**src/rtl/crc_stream.sv**
```systemverilog
// crc_stream: parametrised streaming CRC engine for framed data.
// Accepts one beat per cycle with valid/ready, honours byte keep on the last
// beat, and strobes the final CRC one cycle after the frame closes.
// Optional build macro CRC_CHECK_EN adds the residue comparator behind crc_ok.
module crc_stream #(
  parameter int          DATA_W  = 32,
  parameter int          CRC_W   = 32,
  parameter logic [31:0] POLY    = 32'h04C11DB7,
  parameter logic [31:0] INIT    = 32'hFFFFFFFF,
  parameter logic [31:0] XOR_OUT = 32'hFFFFFFFF,
  parameter bit          REFLECT = 1'b1,
  parameter logic [31:0] RESIDUE = 32'hDEBB20E3
) (
  input  logic                clk,
  input  logic                rst,
  input  logic                clr,
  input  logic                in_valid,
  output logic                in_ready,
  input  logic [DATA_W-1:0]   in_data,
  input  logic [DATA_W/8-1:0] in_keep,
  input  logic                in_last,
  output logic [CRC_W-1:0]    crc_out,
  output logic                crc_valid,
  output logic                crc_ok,
  output logic                busy
);

  localparam int NB = DATA_W / 8;

  function automatic logic [CRC_W-1:0] bit_rev(input logic [CRC_W-1:0] v);
    logic [CRC_W-1:0] r;
    for (int i = 0; i < CRC_W; i++) r[i] = v[CRC_W-1-i];
    return r;
  endfunction

  localparam logic [CRC_W-1:0] POLY_N = POLY[CRC_W-1:0];
  localparam logic [CRC_W-1:0] POLY_R = bit_rev(POLY_N);
  localparam logic [CRC_W-1:0] INIT_T = INIT[CRC_W-1:0];
  localparam logic [CRC_W-1:0] XOR_T  = XOR_OUT[CRC_W-1:0];

  // One byte through the register, eight shift steps unrolled.
  // Reflected mode feeds the byte into the low end and shifts right;
  // normal mode feeds it into the high end and shifts left.
  function automatic logic [CRC_W-1:0] crc_byte(input logic [CRC_W-1:0] c,
                                                input logic [7:0] b);
    logic [CRC_W-1:0] r;
    r = c;
    if (REFLECT) begin
      r[7:0] = r[7:0] ^ b;
      for (int k = 0; k < 8; k++) r = r[0] ? ((r >> 1) ^ POLY_R) : (r >> 1);
    end else begin
      r[CRC_W-1 -: 8] = r[CRC_W-1 -: 8] ^ b;
      for (int k = 0; k < 8; k++) r = r[CRC_W-1] ? ((r << 1) ^ POLY_N) : (r << 1);
    end
    return r;
  endfunction

  typedef enum logic [1:0] {S_IDLE, S_ACC, S_OUT} state_t;

  state_t           state_q, state_d;
  logic [CRC_W-1:0] crc_q, crc_d, crc_step;
  logic [CRC_W-1:0] crc_out_q;
  logic [CRC_W-1:0] crc_fin;
  logic             accept;
  logic             out_fire;

  // Next state and handshake; clr forces IDLE and blocks acceptance.
  always_comb begin
    state_d  = state_q;
    in_ready = !rst && !clr && (state_q != S_OUT);
    accept   = in_valid && in_ready;
    if (clr) begin
      state_d = S_IDLE;
    end else begin
      case (state_q)
        S_IDLE, S_ACC: if (accept) state_d = in_last ? S_OUT : S_ACC;
        S_OUT:         state_d = S_IDLE;
        default:       state_d = S_IDLE;
      endcase
    end
  end

  // Advance the register over the enabled bytes of the current beat, byte 0 first.
  always_comb begin
    crc_step = crc_q;
    for (int i = 0; i < NB; i++) begin
      if (!in_last || in_keep[i]) crc_step = crc_byte(crc_step, in_data[8*i +: 8]);
    end
    if (clr || state_q == S_OUT) crc_d = INIT_T;
    else if (accept)             crc_d = crc_step;
    else                         crc_d = crc_q;
  end

  // The result is presented during OUT unless aborted; otherwise the last one holds.
  assign out_fire  = (state_q == S_OUT) && !clr && !rst;
  assign crc_fin   = crc_q ^ XOR_T;
  assign crc_out   = out_fire ? crc_fin : crc_out_q;
  assign crc_valid = out_fire;
  assign busy      = (state_q != S_IDLE);

  // State, CRC register and held result.
  always_ff @(posedge clk) begin
    if (rst) begin
      state_q   <= S_IDLE;
      crc_q     <= INIT_T;
      crc_out_q <= '0;
    end else begin
      state_q <= state_d;
      crc_q   <= crc_d;
      if (out_fire) crc_out_q <= crc_fin;
    end
  end

`ifdef CRC_CHECK_EN
  localparam logic [CRC_W-1:0] RES_T = RESIDUE[CRC_W-1:0];
  logic ok_q;
  logic ok_now;

  assign ok_now = (crc_q == RES_T);
  assign crc_ok = out_fire ? ok_now : ok_q;

  // Residue verdict held alongside the held CRC result.
  always_ff @(posedge clk) begin
    if (rst)           ok_q <= 1'b0;
    else if (out_fire) ok_q <= ok_now;
  end
`else
  // Residue is only meaningful when the checker is built.
  logic unused_residue;
  assign unused_residue = ^RESIDUE;
  assign crc_ok = 1'b0;
`endif

endmodule

```
**config.mk**
```make
export PLATFORM = sky130hd
export DESIGN_NAME = crc_stream
export DESIGN_NICKNAME = d
export VERILOG_FILES = /design/src/rtl/crc_stream.sv
export SDC_FILE = /design/constraint.sdc
export NUM_CORES = 1
export LEC_CHECK = 0
export CORE_MARGIN = 5
export CORE_UTILIZATION = 50
export CTS_CLUSTER_DIAMETER = 40
export DETAILED_ROUTE_END_ITERATION = 16
export GPL_TIMING_DRIVEN = 0
export PLACE_DENSITY = 0.78
export SYNTH_ARGS = -nofsm -noshare
export SYNTH_HDL_FRONTEND = slang
export SYNTH_SLANG_ARGS = --single-unit
```
**constraint.sdc**
```tcl
create_clock -name clk -period 10.9 [get_ports clk]
set_input_delay 2.18 -clock clk [delete_from_list [all_inputs] [get_ports clk]]
set_output_delay 2.18 -clock clk [all_outputs]
set_load 0.005 [all_outputs]
```
==> summary.md <==
| Metric | Value |
|---|---|
| Status | `finished, final reports clean` |
| RSZ-0062 raised after global routing | `no` |
| Critical setup path kind | `in2reg` |
| Avg Cell Area, Syn | `8.34 um2` |
| CTS buffer count | `9` |
| H-tree depth | `3` |
| Headroom to the max-slew limit | `20.5%` |
| Congestion Overflow GR | `0` |
| Synthesized flop and latch total | `66` |
| ANT nets after route | `0` |
| Crit path launch type | `input port` |
| Highest metal used | `met5` |
| I/O Buffers | `74` |
| DRT Wirelength | `24.8 mm` |
| Asr flop ratio synth | `0%` |
| Setup bufs post-CTS | `0` |
| First drt pass iteration count | `5` |
| Final period utilization | `80.6%` |
| Clock buffer depth | `2` |
| Kind of end point of the critical path | `register` |
| Cts hold-fix bufs | `0` |
| Vias in the first global route | `about 6.5k` |
| Number of synthesized flops with an enable pin | `0` |
| GRT Total Usage | `a little over a quarter` |
| Cell Rows | `45` |
| Global-route wire length before repair | `~38 mm` |
| Metal2 WL | `10.8 mm` |
| Peak Freq | `114 MHz` |
| Die span in y | `between 100 and 150 um` |
| Vias per cell | `5.77` |
| HP Start | `state_q[1]` |
| Met1 wire length | `10.7 mm` |
| Worst Tran Pin Value | `1160 ps` |
| Commonest non-fill, non-tap cell in the layout | `xnor2_1` |
| Top Ports | `77` |
| Ys flop type | `dfxtp_1` |
| Share of post-route cells with drive strength above 1 | `6.52%` |
| Synth warn | `0` |
| Hold Path Stages | `1` |
| P&R area growth vs syn | `17.5%` |
| Initial drt markers | `791` |
| Setup_tns | `0 ps` |
| Crit path max fanout | `10` |
| Antenna cells | `0` |
| Sink Count | `66` |
| Syn Nets | `963` |
| FF-to-FF End | `crc_q[18]` |
| R2R depth | `17` |
| Die width | `roughly 130 um` |
| Routed wl met3 | `2.36 mm` |
| Crit path time final | `8780 ps` |
| GP Congestion | `0.980` |
| Req. time, crit path | `around 11000 ps` |
| Final Max Tran Viols | `0` |
| Post-CTS sizing | `0` |
| DP HPWL | `19.6 mm` |
| Mapped cell area | `7690 um2` |
| Reg2reg setup slack | `approximately 4300 ps` |
| Worst min-delay path endpoint | `state_q[0]` |
| Layout Nets | `1048` |
| Final hold vios | `0` |
| CTS tree | `done` |
| CP arrival | `8990 ps` |
| Yosys cell types | `67` |
| Final setup fails | `0` |
| Worst r2r src | `crc_q[5]` |
| Drt wl/cell | `20.7 um` |
| Initial antenna violation count | `1` |
| Via count | `roughly 6.9k` |
| Max-cap violation count | `0` |
| Worst Skew | `approximately 5.7 ps` |
| Worst Hold Class | `reg2reg` |
| Worst-Skew Late Latency | `330 ps` |
| Root buffer cell | `clkbuf_16` |
| Starting Density | `50.7%` |
| Register area share after synthesis | `roughly 17%` |
| Filler cell count | `1347` |
| Synthesized instance count | `between 900 and 1k` |
| DRC | `0` |
| Largest net degree at the start of global routing | `13` |
| Die area | `around 18000 um2` |
| Clock transition at path regs | `50 ps` |
| Commonest non-fill, non-tap cells in the layout | `164 x xnor2_1, 100 x nand2_1, 88 x o21ai_0` |
| CORE AREA | `15100 um2` |
## registers in the layout, indices dropped and copies added, names as in the netlist
| signal | count |
|---|---|
| crc_q | 32 |
| crc_out_q | 32 |
| state_q | 2 |
## per-stage QoR
stage	cells	worst slack [ps]	area (um2)	util, %	hold WS (ps)
CTS	1200	2420	9030	59.6	467
global placement	1184	2260	8660	57.2	446
detailed placement	1184	2100	8660	57.2	457
finish	1200	2120	9030	59.6	465
floorplan	922	3970	7690	-	427
global route	1200	1730	9030	59.6	500
## cell usage after synthesis (4+ instances only)
master | count | share of area [%]
nand3_1 | 7 | 0.46
a211oi_1 | 5 | 0.49
clkbuf_1 | 38 | 1.9
buf_1 | 9 | 0.44
xor2_4 | 5 | 1.8
mux2i_1 | 29 | 3.8
nand2_1 | 100 | 4.9
nor2_1 | 68 | 3.3
o211ai_1 | 11 | 1.1
or3_1 | 4 | 0.33
o211a_1 | 4 | 0.52
and3_1 | 5 | 0.41
xor2_1 | 60 | 6.8
o21a_1 | 6 | 0.59
o21ai_1 | 6 | 0.39
a211o_1 | 5 | 0.57
a21oi_1 | 67 | 4.4
nor3_1 | 11 | 0.72
buf_2 | 7 | 0.46
xnor2_2 | 8 | 1.7
nor2b_1 | 42 | 3.4
inv_1 | 5 | 0.24
xnor2_1 | 164 | 19
xnor2_4 | 6 | 2.1
dfxtp_1 | 66 | 17
o21ai_0 | 88 | 5.7
nand2b_1 | 9 | 0.73
xnor3_1 | 22 | 6.4
xor3_1 | 9 | 2.8
## critical path: stages
cell	delay [ps]
clkdlybuf4s50_1	470
clkbuf_1	580
nor2b_1	310
buf_2	270
buf_1	390
nor4_1	110
a2111oi_0	990
nand2_1	400
or3b_2	570
nand4_4	250
xnor2_1	270
xnor3_1	390
mux2_2	370
xnor2_1	180
xnor2_1	520
xnor2_1	250
xnor2_1	160
o21ai_0	220
a21oi_1	100
## logic make-up (layout without fill, tap and decap cells)
family	count (synthesis)	after routing	synth area share, %
DFF	66	66	17.2
xor gates and xnor gates	279	279	41.6
other	1	1	0.0488
buffers and inverters	62	152	3.29
AOI/OAI and AO/OA	215	215	16.8
and+or+nand+nor	267	267	16.6
muxes	32	32	4.41
## worst max path at each step
stage,start,end,slack (ps),cells after the start
after floorplan,in_data[5],crc_q[18],3970,17
after global placement,in_last,crc_q[21],2260,19
after detailed placement,in_last,crc_q[21],2100,19
after CTS,in_last,crc_q[21],2420,19
after global routing,in_last,crc_q[21],1730,19
final,in_last,crc_q[21],2120,19
## layout make-up
class	instances	area (um2)	area share (%)
buffer	56	230	2.55
timing repair buffer	74	741	8.20
sequential	66	1320	14.6
clock inverter	7	141	1.57
clock buffer	9	225	2.49
inverter	6	22.5	0.249
multi-input combinational	794	6110	67.7
tap	188	235	2.61
## per-layer routing
metal	vias to the layer above	global-route usage (%)
met5	-	0
met4	2	8.74
met3	59	4.50
met2	369	42.7
met1	3208	39.0
li1	3286	-
Power is not shown: default switching activity piles up to over one toggle a cycle in this logic, so the estimate is an artifact.
